**src/rtl/output_channel_issue_scheduler_if.sv**
```systemverilog
// Issue/credit bus between the trigger-issue stage, the output channel buffers
// and output_channel_issue_scheduler.
interface output_channel_issue_scheduler_if #(
  parameter int unsigned NUM_OUTPUT_CHANNELS = 4,
  parameter int unsigned COUNT_WIDTH         = 3,
  parameter int unsigned PIPELINE_DEPTH      = 2
);
  logic                                              issue_request;
  logic [NUM_OUTPUT_CHANNELS-1:0]                    issue_oci;
  logic                                              issue_grant;
  logic                                              pipeline_stall;
  logic                                              quash;
  logic [NUM_OUTPUT_CHANNELS-1:0]                    output_channel_dequeue;
  logic [NUM_OUTPUT_CHANNELS-1:0][COUNT_WIDTH-1:0]   output_channel_counts;
  logic [NUM_OUTPUT_CHANNELS-1:0]                    output_channel_full_status;
  logic [PIPELINE_DEPTH-1:0]                         in_flight_valid;

  modport master (
    output issue_request, issue_oci, pipeline_stall, quash, output_channel_dequeue,
    input  issue_grant, output_channel_counts, output_channel_full_status, in_flight_valid
  );

  modport slave (
    input  issue_request, issue_oci, pipeline_stall, quash, output_channel_dequeue,
    output issue_grant, output_channel_counts, output_channel_full_status, in_flight_valid
  );
endinterface

```
**src/rtl/output_channel_issue_scheduler.sv**
```systemverilog
// Credit-based issue scheduler for PE output channels: grants an issue only if every
// targeted channel has room counting committed entries plus in-flight writes.
// Optional same-cycle dequeue credit bypass: define OUTPUT_CHANNEL_DEQUEUE_BYPASS_EN.
module output_channel_issue_scheduler #(
  parameter int unsigned NUM_OUTPUT_CHANNELS = 4,
  parameter int unsigned FIFO_DEPTH          = 4,
  parameter int unsigned COUNT_WIDTH         = 3,
  parameter int unsigned PIPELINE_DEPTH      = 2
) (
  input logic                            clock,
  input logic                            reset,
  output_channel_issue_scheduler_if.slave bus
);
  localparam int unsigned EW = COUNT_WIDTH + 1;
  localparam logic [EW-1:0] DEPTH = EW'(FIFO_DEPTH);

  logic [NUM_OUTPUT_CHANNELS-1:0][COUNT_WIDTH-1:0] occupancy;
  logic [NUM_OUTPUT_CHANNELS-1:0][COUNT_WIDTH-1:0] occupancy_next;
  logic [PIPELINE_DEPTH-1:0][NUM_OUTPUT_CHANNELS-1:0] stage;
  logic [NUM_OUTPUT_CHANNELS-1:0][EW-1:0] effective;
  logic [NUM_OUTPUT_CHANNELS-1:0][EW-1:0] grant_level;
  logic [NUM_OUTPUT_CHANNELS-1:0] pop;
  logic [NUM_OUTPUT_CHANNELS-1:0] retire;
  logic [NUM_OUTPUT_CHANNELS-1:0] full;
  logic [PIPELINE_DEPTH-1:0] stage_valid;
  logic advance;
  logic fits;
  logic grant;

  always_comb begin
    advance = reset && !bus.pipeline_stall && !bus.quash;
    retire  = advance ? stage[PIPELINE_DEPTH-1] : '0;
    fits    = 1'b1;
    for (int unsigned i = 0; i < NUM_OUTPUT_CHANNELS; i++) begin
      pop[i]       = bus.output_channel_dequeue[i] && (occupancy[i] != '0);
      effective[i] = EW'(occupancy[i]);
      for (int unsigned k = 0; k < PIPELINE_DEPTH; k++) begin
        effective[i] = effective[i] + EW'(stage[k][i]);
      end
      full[i] = (effective[i] >= DEPTH);
`ifdef OUTPUT_CHANNEL_DEQUEUE_BYPASS_EN
      grant_level[i] = effective[i] - EW'(pop[i]);
`else
      grant_level[i] = effective[i];
`endif
      if (bus.issue_oci[i] && (grant_level[i] >= DEPTH)) begin
        fits = 1'b0;
      end
      // A retire and a pop on the same edge cancel out.
      occupancy_next[i] = occupancy[i];
      if (retire[i] && !pop[i]) begin
        occupancy_next[i] = occupancy[i] + COUNT_WIDTH'(1);
      end else if (pop[i] && !retire[i]) begin
        occupancy_next[i] = occupancy[i] - COUNT_WIDTH'(1);
      end
    end
    grant = bus.issue_request && advance && fits;
  end

  always_comb begin
    stage_valid = '0;
    for (int unsigned k = 0; k < PIPELINE_DEPTH; k++) begin
      stage_valid[k] = |stage[k];
    end
  end

  always_ff @(posedge clock) begin
    if (!reset) begin
      occupancy <= '0;
      stage     <= '0;
    end else begin
      occupancy <= occupancy_next;
      if (bus.quash) begin
        stage <= '0;
      end else if (!bus.pipeline_stall) begin
        stage[0] <= grant ? bus.issue_oci : '0;
        for (int unsigned k = 1; k < PIPELINE_DEPTH; k++) begin
          stage[k] <= stage[k-1];
        end
      end
    end
  end

  assign bus.issue_grant                = grant;
  assign bus.output_channel_counts      = occupancy;
  assign bus.output_channel_full_status = full;
  assign bus.in_flight_valid            = stage_valid;
endmodule

```
**src/flat_wrapper.sv**
```systemverilog
// flat-port wrapper written by rule: the top's interface ports become plain ports
module output_channel_issue_scheduler_flat 
#(
  parameter int unsigned NUM_OUTPUT_CHANNELS = 4,
  parameter int unsigned FIFO_DEPTH          = 4,
  parameter int unsigned COUNT_WIDTH         = 3,
  parameter int unsigned PIPELINE_DEPTH      = 2
)
  (clock, reset, bus_issue_request, bus_issue_oci, bus_pipeline_stall, bus_quash, bus_output_channel_dequeue, bus_issue_grant, bus_output_channel_counts, bus_output_channel_full_status, bus_in_flight_valid);
  output_channel_issue_scheduler_if #(.NUM_OUTPUT_CHANNELS(NUM_OUTPUT_CHANNELS), .COUNT_WIDTH(COUNT_WIDTH), .PIPELINE_DEPTH(PIPELINE_DEPTH)) bus_i ();
  input logic clock;
  input logic reset;
  input wire logic [$bits(bus_i.issue_request)-1:0] bus_issue_request;
  input wire logic [$bits(bus_i.issue_oci)-1:0] bus_issue_oci;
  input wire logic [$bits(bus_i.pipeline_stall)-1:0] bus_pipeline_stall;
  input wire logic [$bits(bus_i.quash)-1:0] bus_quash;
  input wire logic [$bits(bus_i.output_channel_dequeue)-1:0] bus_output_channel_dequeue;
  output wire logic [$bits(bus_i.issue_grant)-1:0] bus_issue_grant;
  output wire logic [$bits(bus_i.output_channel_counts)-1:0] bus_output_channel_counts;
  output wire logic [$bits(bus_i.output_channel_full_status)-1:0] bus_output_channel_full_status;
  output wire logic [$bits(bus_i.in_flight_valid)-1:0] bus_in_flight_valid;
  assign bus_i.issue_request = bus_issue_request;
  assign bus_i.issue_oci = bus_issue_oci;
  assign bus_i.pipeline_stall = bus_pipeline_stall;
  assign bus_i.quash = bus_quash;
  assign bus_i.output_channel_dequeue = bus_output_channel_dequeue;
  assign bus_issue_grant = bus_i.issue_grant;
  assign bus_output_channel_counts = bus_i.output_channel_counts;
  assign bus_output_channel_full_status = bus_i.output_channel_full_status;
  assign bus_in_flight_valid = bus_i.in_flight_valid;
  output_channel_issue_scheduler #(.NUM_OUTPUT_CHANNELS(NUM_OUTPUT_CHANNELS), .FIFO_DEPTH(FIFO_DEPTH), .COUNT_WIDTH(COUNT_WIDTH), .PIPELINE_DEPTH(PIPELINE_DEPTH)) u_core (.clock(clock), .reset(reset), .bus(bus_i));
endmodule
```
**config.mk**
```make
export PLATFORM = sky130hd
export DESIGN_NAME = output_channel_issue_scheduler_flat
export DESIGN_NICKNAME = d
export VERILOG_FILES = /design/src/rtl/output_channel_issue_scheduler_if.sv /design/src/rtl/output_channel_issue_scheduler.sv /design/src/flat_wrapper.sv
export SDC_FILE = /design/constraint.sdc
export NUM_CORES = 1
export LEC_CHECK = 0
export BUFFER_PORTS_ARGS = -buffer_cell sky130_fd_sc_hd__buf_2
export CAP_MARGIN = 30
export CORE_ASPECT_RATIO = 0.9
export CORE_MARGIN = 5
export CORE_UTILIZATION = 30
export DETAILED_ROUTE_END_ITERATION = 16
export HOLD_SLACK_MARGIN = 0.06
export PLACE_DENSITY = 0.5
export SYNTH_ARGS = -nofsm -noshare
export SYNTH_HDL_FRONTEND = slang
export SYNTH_SLANG_ARGS = --single-unit
```
**constraint.sdc**
```tcl
create_clock -name clock -period 2.06 [get_ports clock]
set_input_delay 0.103 -clock clock [delete_from_list [all_inputs] [get_ports clock]]
set_output_delay 0.103 -clock clock [all_outputs]
set_load 0.05 [all_outputs]
```
# Yosys cells after proc, flatten, opt, wreduce, memory -nomap -nowiden
# Index checks and enable logic that the tools add are counted.
# op_classes
n_addsub	16
n_lt_le_gt_ge	4
mux	14
bitwise	1
reduce_logical	41
# ops
op	n
3-bit 2-to-1 mux	8
1-bit logical AND	20
3-bit by 1-bit adder with 4-bit output	4
4-bit by 1-bit adder with 4-bit output	4
4-bit by 3-bit greater-or-equal comparator with 1-bit output (second input constant)	4
3-bit by 1-bit adder with 3-bit output (second input constant)	4
3-bit nonzero test	4
3-bit by 1-bit subtractor with 3-bit output (second input constant)	4
1-bit zero test	10
4-bit 2-to-1 mux	2
2-bit nonzero test	4
4-bit OR reduction	2
1-bit 2-to-1 mux	4
2-bit OR reduction	1
1-bit NOT	1
# totals
reg_bits	20
out_inout_bits	19
word_cells	82

# Depth between registers and ports, before layout
# Gate-level depths: netlist of run 1.
# depth
word_depth	10
mapped_depth	9

# Least setup slack after synthesis of run 1
# No wires, ideal clock.
# synth_timing
kind	register to register
startpoint	register u_core.occupancy (netlist bit u_core.bus.output_channel_counts[3])
endpoint	register u_core.stage[0] in the netlist's numbering
setup_time_ns	0.060
t_arrival_ns	2.403
t_required_ns	2.000
path_slack_ns	-0.403
path_stages_with_launch	6
period_less_slack_ns	2.463
path_cell_list	dfxtp_1 ha_1 a21o_1 a21o_2 a211oi_4 a22o_1
# synth_between
elab_chain_len	9
# synth_rtl
item	line	rtl
start: declaration	output_channel_issue_scheduler.sv:17	logic [NUM_OUTPUT_CHANNELS-1:0][COUNT_WIDTH-1:0] occupancy;
start signal: assignment	output_channel_issue_scheduler.sv:72	occupancy <= occupancy_next;
3-bit by 1-bit adder with 4-bit output	output_channel_issue_scheduler.sv:38	effective[i] = effective[i] + EW'(stage[k][i]);
4-bit by 1-bit adder with 4-bit output	output_channel_issue_scheduler.sv:38	
4-bit by 3-bit greater-or-equal comparator with 1-bit output	n/a	
net bus_output_channel_full_status[1]	flat_wrapper.sv:20	output wire logic [$bits(bus_i.output_channel_full_status)-1:0] bus_output_channel_full_status;
1-bit logical AND	output_channel_issue_scheduler.sv:46	if (bus.issue_oci[i] && (grant_level[i] >= DEPTH)) begin
1-bit 2-to-1 mux (3 in a row)	output_channel_issue_scheduler.sv:46	
1-bit logical AND	output_channel_issue_scheduler.sv:57	grant = bus.issue_request && advance && fits;
net bus_issue_grant	flat_wrapper.sv:18	output wire logic [$bits(bus_i.issue_grant)-1:0] bus_issue_grant;
4-bit 2-to-1 mux	output_channel_issue_scheduler.sv:76	stage[0] <= grant ? bus.issue_oci : '0;
end signal: indexed assignment	output_channel_issue_scheduler.sv:78	stage[k] <= stage[k-1];
end: declaration	output_channel_issue_scheduler.sv:19	logic [PIPELINE_DEPTH-1:0][NUM_OUTPUT_CHANNELS-1:0] stage;
# The timed path passes the listed nets, and every way through them passes these cells.
# A chain may end at the register's enable or synchronous reset.

# Worst setup path after layout of run 1
# layout_timing
startpoint	register u_core.occupancy (netlist bit u_core.bus.output_channel_counts[9])
endpoint	output bus_issue_grant
# layout_between
elab_chain_len	6
# layout_rtl
item	line
3-bit by 1-bit adder with 4-bit output	output_channel_issue_scheduler.sv:38
4-bit by 1-bit adder with 4-bit output	output_channel_issue_scheduler.sv:38
4-bit by 3-bit greater-or-equal comparator with 1-bit output	output_channel_issue_scheduler.sv:46
1-bit logical AND	output_channel_issue_scheduler.sv:46
1-bit 2-to-1 mux	output_channel_issue_scheduler.sv:46
1-bit logical AND	output_channel_issue_scheduler.sv:57
end: declaration	flat_wrapper.sv:18
# No other way between the ends.

==> results of run 1 <==
-- path summary, 6_finish.rpt --
path / from / endpoint / slack (ns) / cells past startpoint
setup / recovery: u_core.bus.output_channel_counts[9] / bus_issue_grant / 0.09 / 5
hold / removal: bus_issue_oci[0] / u_core.stage[0] / 0.08 / 2
setup reg to reg: u_core.bus.output_channel_counts[9] / u_core.bus.output_channel_counts[11] / 0.12 / 7
hold reg to reg: u_core.stage[1] / u_core.stage[1] / 0.55 / 1
-- cell type report --
class / instances / share of cell area, %
repair buffers: 36 / 12.9
flip-flops and latches: 20 / 26.9
inverters: 6 / 1.46
well taps: 46 / 3.73
clock buffers: 4 / 3.57
multi-input cells: 87 / 51.5
-- cells in the final DEF, fill, tap and decap left out, types with 2 or more instances in the layout --
| cell type | Yosys | layout |
|---|---|---|
| fa_1 | 4 | 4 |
| o31ai_2 | 0 | 4 |
| a22o_1 | 3 | 3 |
| mux2i_1 | 8 | 8 |
| clkbuf_8 | 0 | 4 |
| nor2b_1 | 4 | 4 |
| a211oi_1 | 3 | 3 |
| o21ai_0 | 7 | 7 |
| a21boi_1 | 0 | 4 |
| xnor2_1 | 4 | 4 |
| dfxtp_4 | 0 | 2 |
| buf_4 | 0 | 5 |
| buf_2 | 0 | 30 |
| xor2_1 | 4 | 4 |
| ha_2 | 0 | 4 |
| nor2_1 | 5 | 5 |
| dfxtp_2 | 0 | 6 |
| a21o_1 | 8 | 8 |
| and2_2 | 4 | 4 |
| ha_1 | 8 | 4 |
| or3_1 | 4 | 4 |
| and2_1 | 4 | 4 |
| inv_1 | 6 | 6 |
| dfxtp_1 | 20 | 12 |
| or4_1 | 2 | 2 |
-- cell families after synthesis --
logic type | count (synthesis)
compound gates | 33
simple gates | 26
flops | 20
fa+ha+maj | 12
xor+xnor | 8
buf+inv | 8
mux | 8
-- power groups by stage --
stage | Sequential, mW | Combinational [mW] | Clock, mW
after floorplan | 1.04 | 0.665 | 0
after global placement | 0.694 | 1.29 | 0
after detailed placement | 0.699 | 1.30 | 0
after CTS | 0.691 | 1.31 | 0.311
after global routing | 0.737 | 1.46 | 0.329
final | 0.706 | 1.34 | 0.300
-- per-stage QoR --
step | worst slack [ns] | hold slack, ns | utilization [%]
global route | -0.0240 | 0.0768 | 40.8
global placement | 0.0281 | 0.348 | 37.8
finish | 0.0897 | 0.0804 | 40.8
detailed placement | -0.0298 | 0.343 | 37.8
floorplan | 0.000276 | 0.236 | -
CTS | 0.00102 | 0.0773 | 39.5
-- synth_stat cells (2+ instances only) --
cell      instances
dfxtp_1          20
a21o_1            8
ha_1              8
mux2i_1           8
o21ai_0           7
inv_1             6
nor2_1            5
a21boi_0          4
and2_1            4
and2_2            4
fa_1              4
nor2b_1           4
o31ai_1           4
or3_1             4
xnor2_1           4
xor2_1            4
a211oi_1          3
a22o_1            3
or4_1             2
-- registers in the layout, summed over array words and instances, names as in the netlist --
signal,flops
u_core.stage,8
u_core.bus.output_channel_counts,12
-- critical path, stage by stage (launching register included) --
cell	delay, ns
dfxtp_2	0.36
ha_1	0.31
a211oi_1	0.31
o22ai_2	0.17
a211oi_4	0.26
buf_6	0.19
-- per-layer routing --
layer	vias to the layer above	share of wire [%]	track usage, %
li1	490	-	-
met1	464	49	14.8
met2	18	46	16.1
met3	0	4.8	3.12
met4	0	0	1.75
met5	-	0	0
-- repair_timing --
item | in CTS | in global routing
gates resized for setup | 2 | 13
pin swaps | 0 | 4
endpoints found under the setup margin | 1 | 5
setup buffers | 0 | 2
==> summary.txt, run 1 <==
Die
  • Die height: roughly 70 µm
  • Initial core utilization: about a third
  • Cell Rows: 21
  • Die Width: 76.4 µm
  • Io pins: 32
  • Die ar.: 5330 µm²
  • Core area: 3780 µm²

GRT
  • GR Overflow Total: 0
  • Total track usage: approximately a tenth
  • Antenna violations before repair: 0
  • Vias in the first global route: 1023
  • First-pass GRT wire length: 4710 µm
  • Largest net degree at the start of global routing: 14

Finish
  • Post-route cell area: between 1500 and 2000 µm²
  • Area Overhead vs Synth: 29.8%
  • Fillcell total: 400
  • Register area: between 400 and 500 µm²
  • Final non-filler cell total: just under 200
  • Multi-input logic area: about 790 µm²
  • Final nets: around 180
  • Diode count: 0
  • Share of post-route cells with drive strength above 1: between 40% and 50%

Power and ir drop
  • Clock power frac: about an eighth
  • Logic pwr share: 57.2%
  • Tot Pwr: 2.35 mW
  • Internal power: between 1 and 1.5 mW
  • VDD IR max: 0.585 mV
  • Psw: approximately 1.2 mW
  • Seq pwr share: a little under a third
  • PwrDens: between 1500 and 2000 nW/µm²
  • Sw frac: around half
  • Leak: between 0.7 and 0.8 nW

Drt
  • First drt pass iteration count: 4
  • # DRC: 0
  • DR vias/cell: roughly 4.9
  • Vias after detailed routing: 972
  • Drt total wl: about 2800 µm
  • Average wire per standard cell: about 14 µm
  • Antenna Nets Post-Route: 0
  • DRT iter0 DRCs: approximately 90

Setup path
  • Worst Path Arrival: 1.87 ns
  • Type of origin of the critical path: register
  • Largest fanout on the critical path: 5
  • Setup crit end kind: output port
  • Req. time, crit path: roughly 2 ns
  • Setup CP Type: reg2out

Synth
  • Register area share after synthesis: 33.6%
  • Post-synthesis mux area share: 6.73%
  • Top post-synthesis cells by area: dfxtp_1, ha_1, fa_1
  • Simple-Gate Fraction of Synth Area: around 14%
  • Main combinational cell family by area after synthesis: compound AO/OA/AOI/OAI gates
  • Post-synth top flop: dfxtp_1
  • Synth area leader: dfxtp_1
  • Synth Area in Compound Gates: between 20% and 30%
  • XOR/XNOR share of the synthesized area: between 5 and 6%
  • Post-synth cell types: 28
  • Seq cells post-synth: 20
  • Post-Syn Area: 1190 µm²
  • Synth Area in Adders: 15.1%
  • Area share of the largest cell type after synthesis: 33.6%
  • EDFF count, synth: 0
  • Net Count, Synth: between 100 and 150
  • Synth warn: 0
  • Post-Syn Instances: about 120
  • Mapped Avg Cell Area: slightly above 10 µm²
  • Asr flop ratio synth: 0%

Timing
  • Tcrit/Tclk final: between 90 and 100%
  • Max Fclk: 508 MHz
  • Rel. slew slack: ~80%
  • Final Hold Fails: 0
  • Final min period: around 2.0 ns
  • Worst Clk Skew: between 0.001 and 0.0015 ns
  • Setup violators final: 0
  • Worst Tran Pin Value: ~0.3 ns
  • Fin. max-slew vios: 0
  • Setup TNS: 0 ns

Clock tree
  • Maximum clock path buffer count: 2
  • Maximum level of the CTS H-tree: 1
  • # hold bufs at CTS: 0
  • Clock Latency Late Sink: around 0.25 ns
  • TritonCTS clock tree: done
  • Clk root buf: clkbuf_8
  • Clock slew at reported path FFs: approximately 0.08 ns
  • CTS Buf Count: 3
  • Clock sink count: 20

Placement
  • Port Buffers: 31
  • Dpl cell area: 1430 µm²
  • Final GP Congestion: 0.766
  • Dpl hpwl: 2150 µm
  • Cells after DPL: roughly 190

Outcome
  • Status: completed

Run
  • Max-Cap Viols: 0

Worst hold path
  • Hold Path Class: in2reg
(Power assumes the default switching activity.)
==> inputs of run 2 (changes only) <==
--- a/config.mk
+++ b/config.mk
@@ -12,4 +12,5 @@
 export CORE_UTILIZATION = 30
 export DETAILED_ROUTE_END_ITERATION = 16
+export GPL_TIMING_DRIVEN = 0
 export HOLD_SLACK_MARGIN = 0.06
 export PLACE_DENSITY = 0.5
==> constraint.sdc (replaced) <==
create_clock -name clock -period 2.06 [get_ports clock]
set_input_delay 0.103 -clock clock [delete_from_list [all_inputs] [get_ports clock]]
set_output_delay 0.103 -clock clock [all_outputs]
set_load 0.005 [all_outputs]
==> summary.txt, run 2 (synthesized netlist as in run 1, its figures left out) <==
Finish
  • Fin util: about 40%
  • Max reg flops: 12
  • Share of post-route cells with drive strength above 1: 41.1%
  • Fillcell total: 387
  • Register area: around 400 µm²
  • Most frequent cells in the layout: buf_2, dfxtp_1, a21o_1, mux2i_1
  • Post-route cell area: roughly 1500 µm²
  • Final nets: roughly 180
  • Diode count: 0
  • Multi-input logic area: ~790 µm²
  • Area Overhead vs Synth: 28.9%
  • Commonest non-fill, non-tap cell in the layout: buf_2

GRT
  • Vias in the first global route: approximately 1000
  • Grt peak-use layer: met2
  • Antenna violations before repair: 0
  • Largest net degree at the start of global routing: 13
  • Met3 Resource Use GR: under 10%
  • Met2 track demand over resource: ~16%
  • First-pass GRT wire length: approximately 4700 µm
  • Met1 GRT Util: 14.1%
  • GR Overflow Total: 0
  • Total track usage: 10.4%

Timing
  • Worst Clk Skew: 0.00385 ns
  • Final Hold Fails: 0
  • Rel. slew slack: about three quarters
  • Max Fclk: between 500 and 600 MHz
  • Setup violators final: 0
  • Worst Tran Pin Value: approximately 0.4 ns
  • Final min period: just under 2 ns
  • Fin. max-slew vios: 0
  • Tcrit/Tclk final: between 90% and 100%
  • Final setup margin: between 0.1 and 0.15 ns
  • Smallest hold slack: 0.0809 ns
  • RSZ-0062 raised after global routing: no

Clock tree
  • Clock slew at reported path FFs: roughly 0.080 ns
  • # hold bufs at CTS: 0
  • Clock sink count: 20
  • Maximum level of the CTS H-tree: 1
  • Clock Latency Late Sink: 0.26 ns
  • Clk root buf: clkbuf_8
  • TritonCTS clock tree: done
  • Maximum clock path buffer count: 2
  • CTS Buf Count: 3

Setup path
  • Setup CP Type: reg2reg
  • Largest fanout on the critical path: 5
  • Setup crit end kind: register
  • Worst Path Arrival: about 2.1 ns
  • Req. time, crit path: ~2.3 ns
  • Type of origin of the critical path: register

Die
  • Initial core utilization: roughly a third
  • Cell Rows: 21
  • Core area: between 3000 and 4000 µm²
  • Die Width: 76.4 µm
  • Die height: about 70 µm
  • Die ar.: about 5300 µm²
  • Io pins: 32

Drt
  • Drt total wl: ~2700 µm
  • Antenna Nets Post-Route: 0
  • DR vias/cell: ~4.9
  • First drt pass iteration count: 7
  • Average wire per standard cell: around 13 µm
  • DRT iter0 DRCs: 41
  • # DRC: 0
  • Vias after detailed routing: 973

Run
  • Max-Cap Viols: 0

Placement
  • Port Buffers: 30
  • Final GP Congestion: 0.753
  • Dpl hpwl: 2100 µm
  • Dpl cell area: roughly 1400 µm²
  • Placement Setup Slack: -0.0418 ns

Outcome
  • Status: completed

Power and ir drop
  • PwrDens: roughly 1200 nW/µm²
  • VDD IR max: around 0.52 mV
  • Tot Pwr: around 1.9 mW
  • Leak: between 0.7 and 0.8 nW

Worst hold path
  • Hold Path Class: in2reg
run 2: cell type report:
class / instances / share of cell area (%)
multi-input combinational: 87 / 51.7
tap: 46 / 3.75
buffer: 2 / 0.979
clock inverter: 1 / 1.96
timing repair buffer: 32 / 10.8
sequential: 20 / 26.7
clock buffer: 3 / 2.69
inverter: 6 / 1.47
run 2: critical path, stage by stage, from the launching register on:
cell and delay (ns):
dfxtp_2 0.36, o31ai_2 0.26, ha_2 0.22, inv_1 0.05, fa_1 0.37, xor2_1 0.16, or3_1 0.31, a21boi_1 0.14
run 2: final timing paths:
check / startpoint / endpoint / slack [ns] / depth (start not counted)
hold reg to reg: u_core.stage[1] / u_core.stage[1] / 0.53 / 1
setup / recovery: u_core.bus.output_channel_counts[3] / u_core.bus.output_channel_counts[5] / 0.13 / 7
setup reg to reg: u_core.bus.output_channel_counts[3] / u_core.bus.output_channel_counts[5] / 0.13 / 7
hold / removal: bus_issue_oci[3] / u_core.stage[3] / 0.08 / 2
run 2: power breakdown:
part,switching (mW),internal [mW],total [mW]
sequential,0.190,0.511,0.701
combinational,0.360,0.455,0.815
clock,0.133,0.259,0.392
run 2: metrics by stage:
stage | instances | setup TNS (ns)
after global placement | 191 | -0.0367
after global routing | 197 | 0
after CTS | 195 | 0
after detailed placement | 191 | -0.0870
after floorplan | 115 | 0
final | 197 | 0
run 2: what timing repair did:
| item | 4_1_cts | 5_1_grt |
|---|---|---|
| pin swaps | 0 | 4 |
| buffers inserted | 0 | 2 |
| setup endpoints to repair | 1 | 5 |
| resized for setup | 1 | 19 |
run 2: per-layer routing:
metal	wire length (µm)	share of wire (%)
met4	20	0.75
met1	1290	49
met5	0	0
met2	1180	44
met3	160	6.0
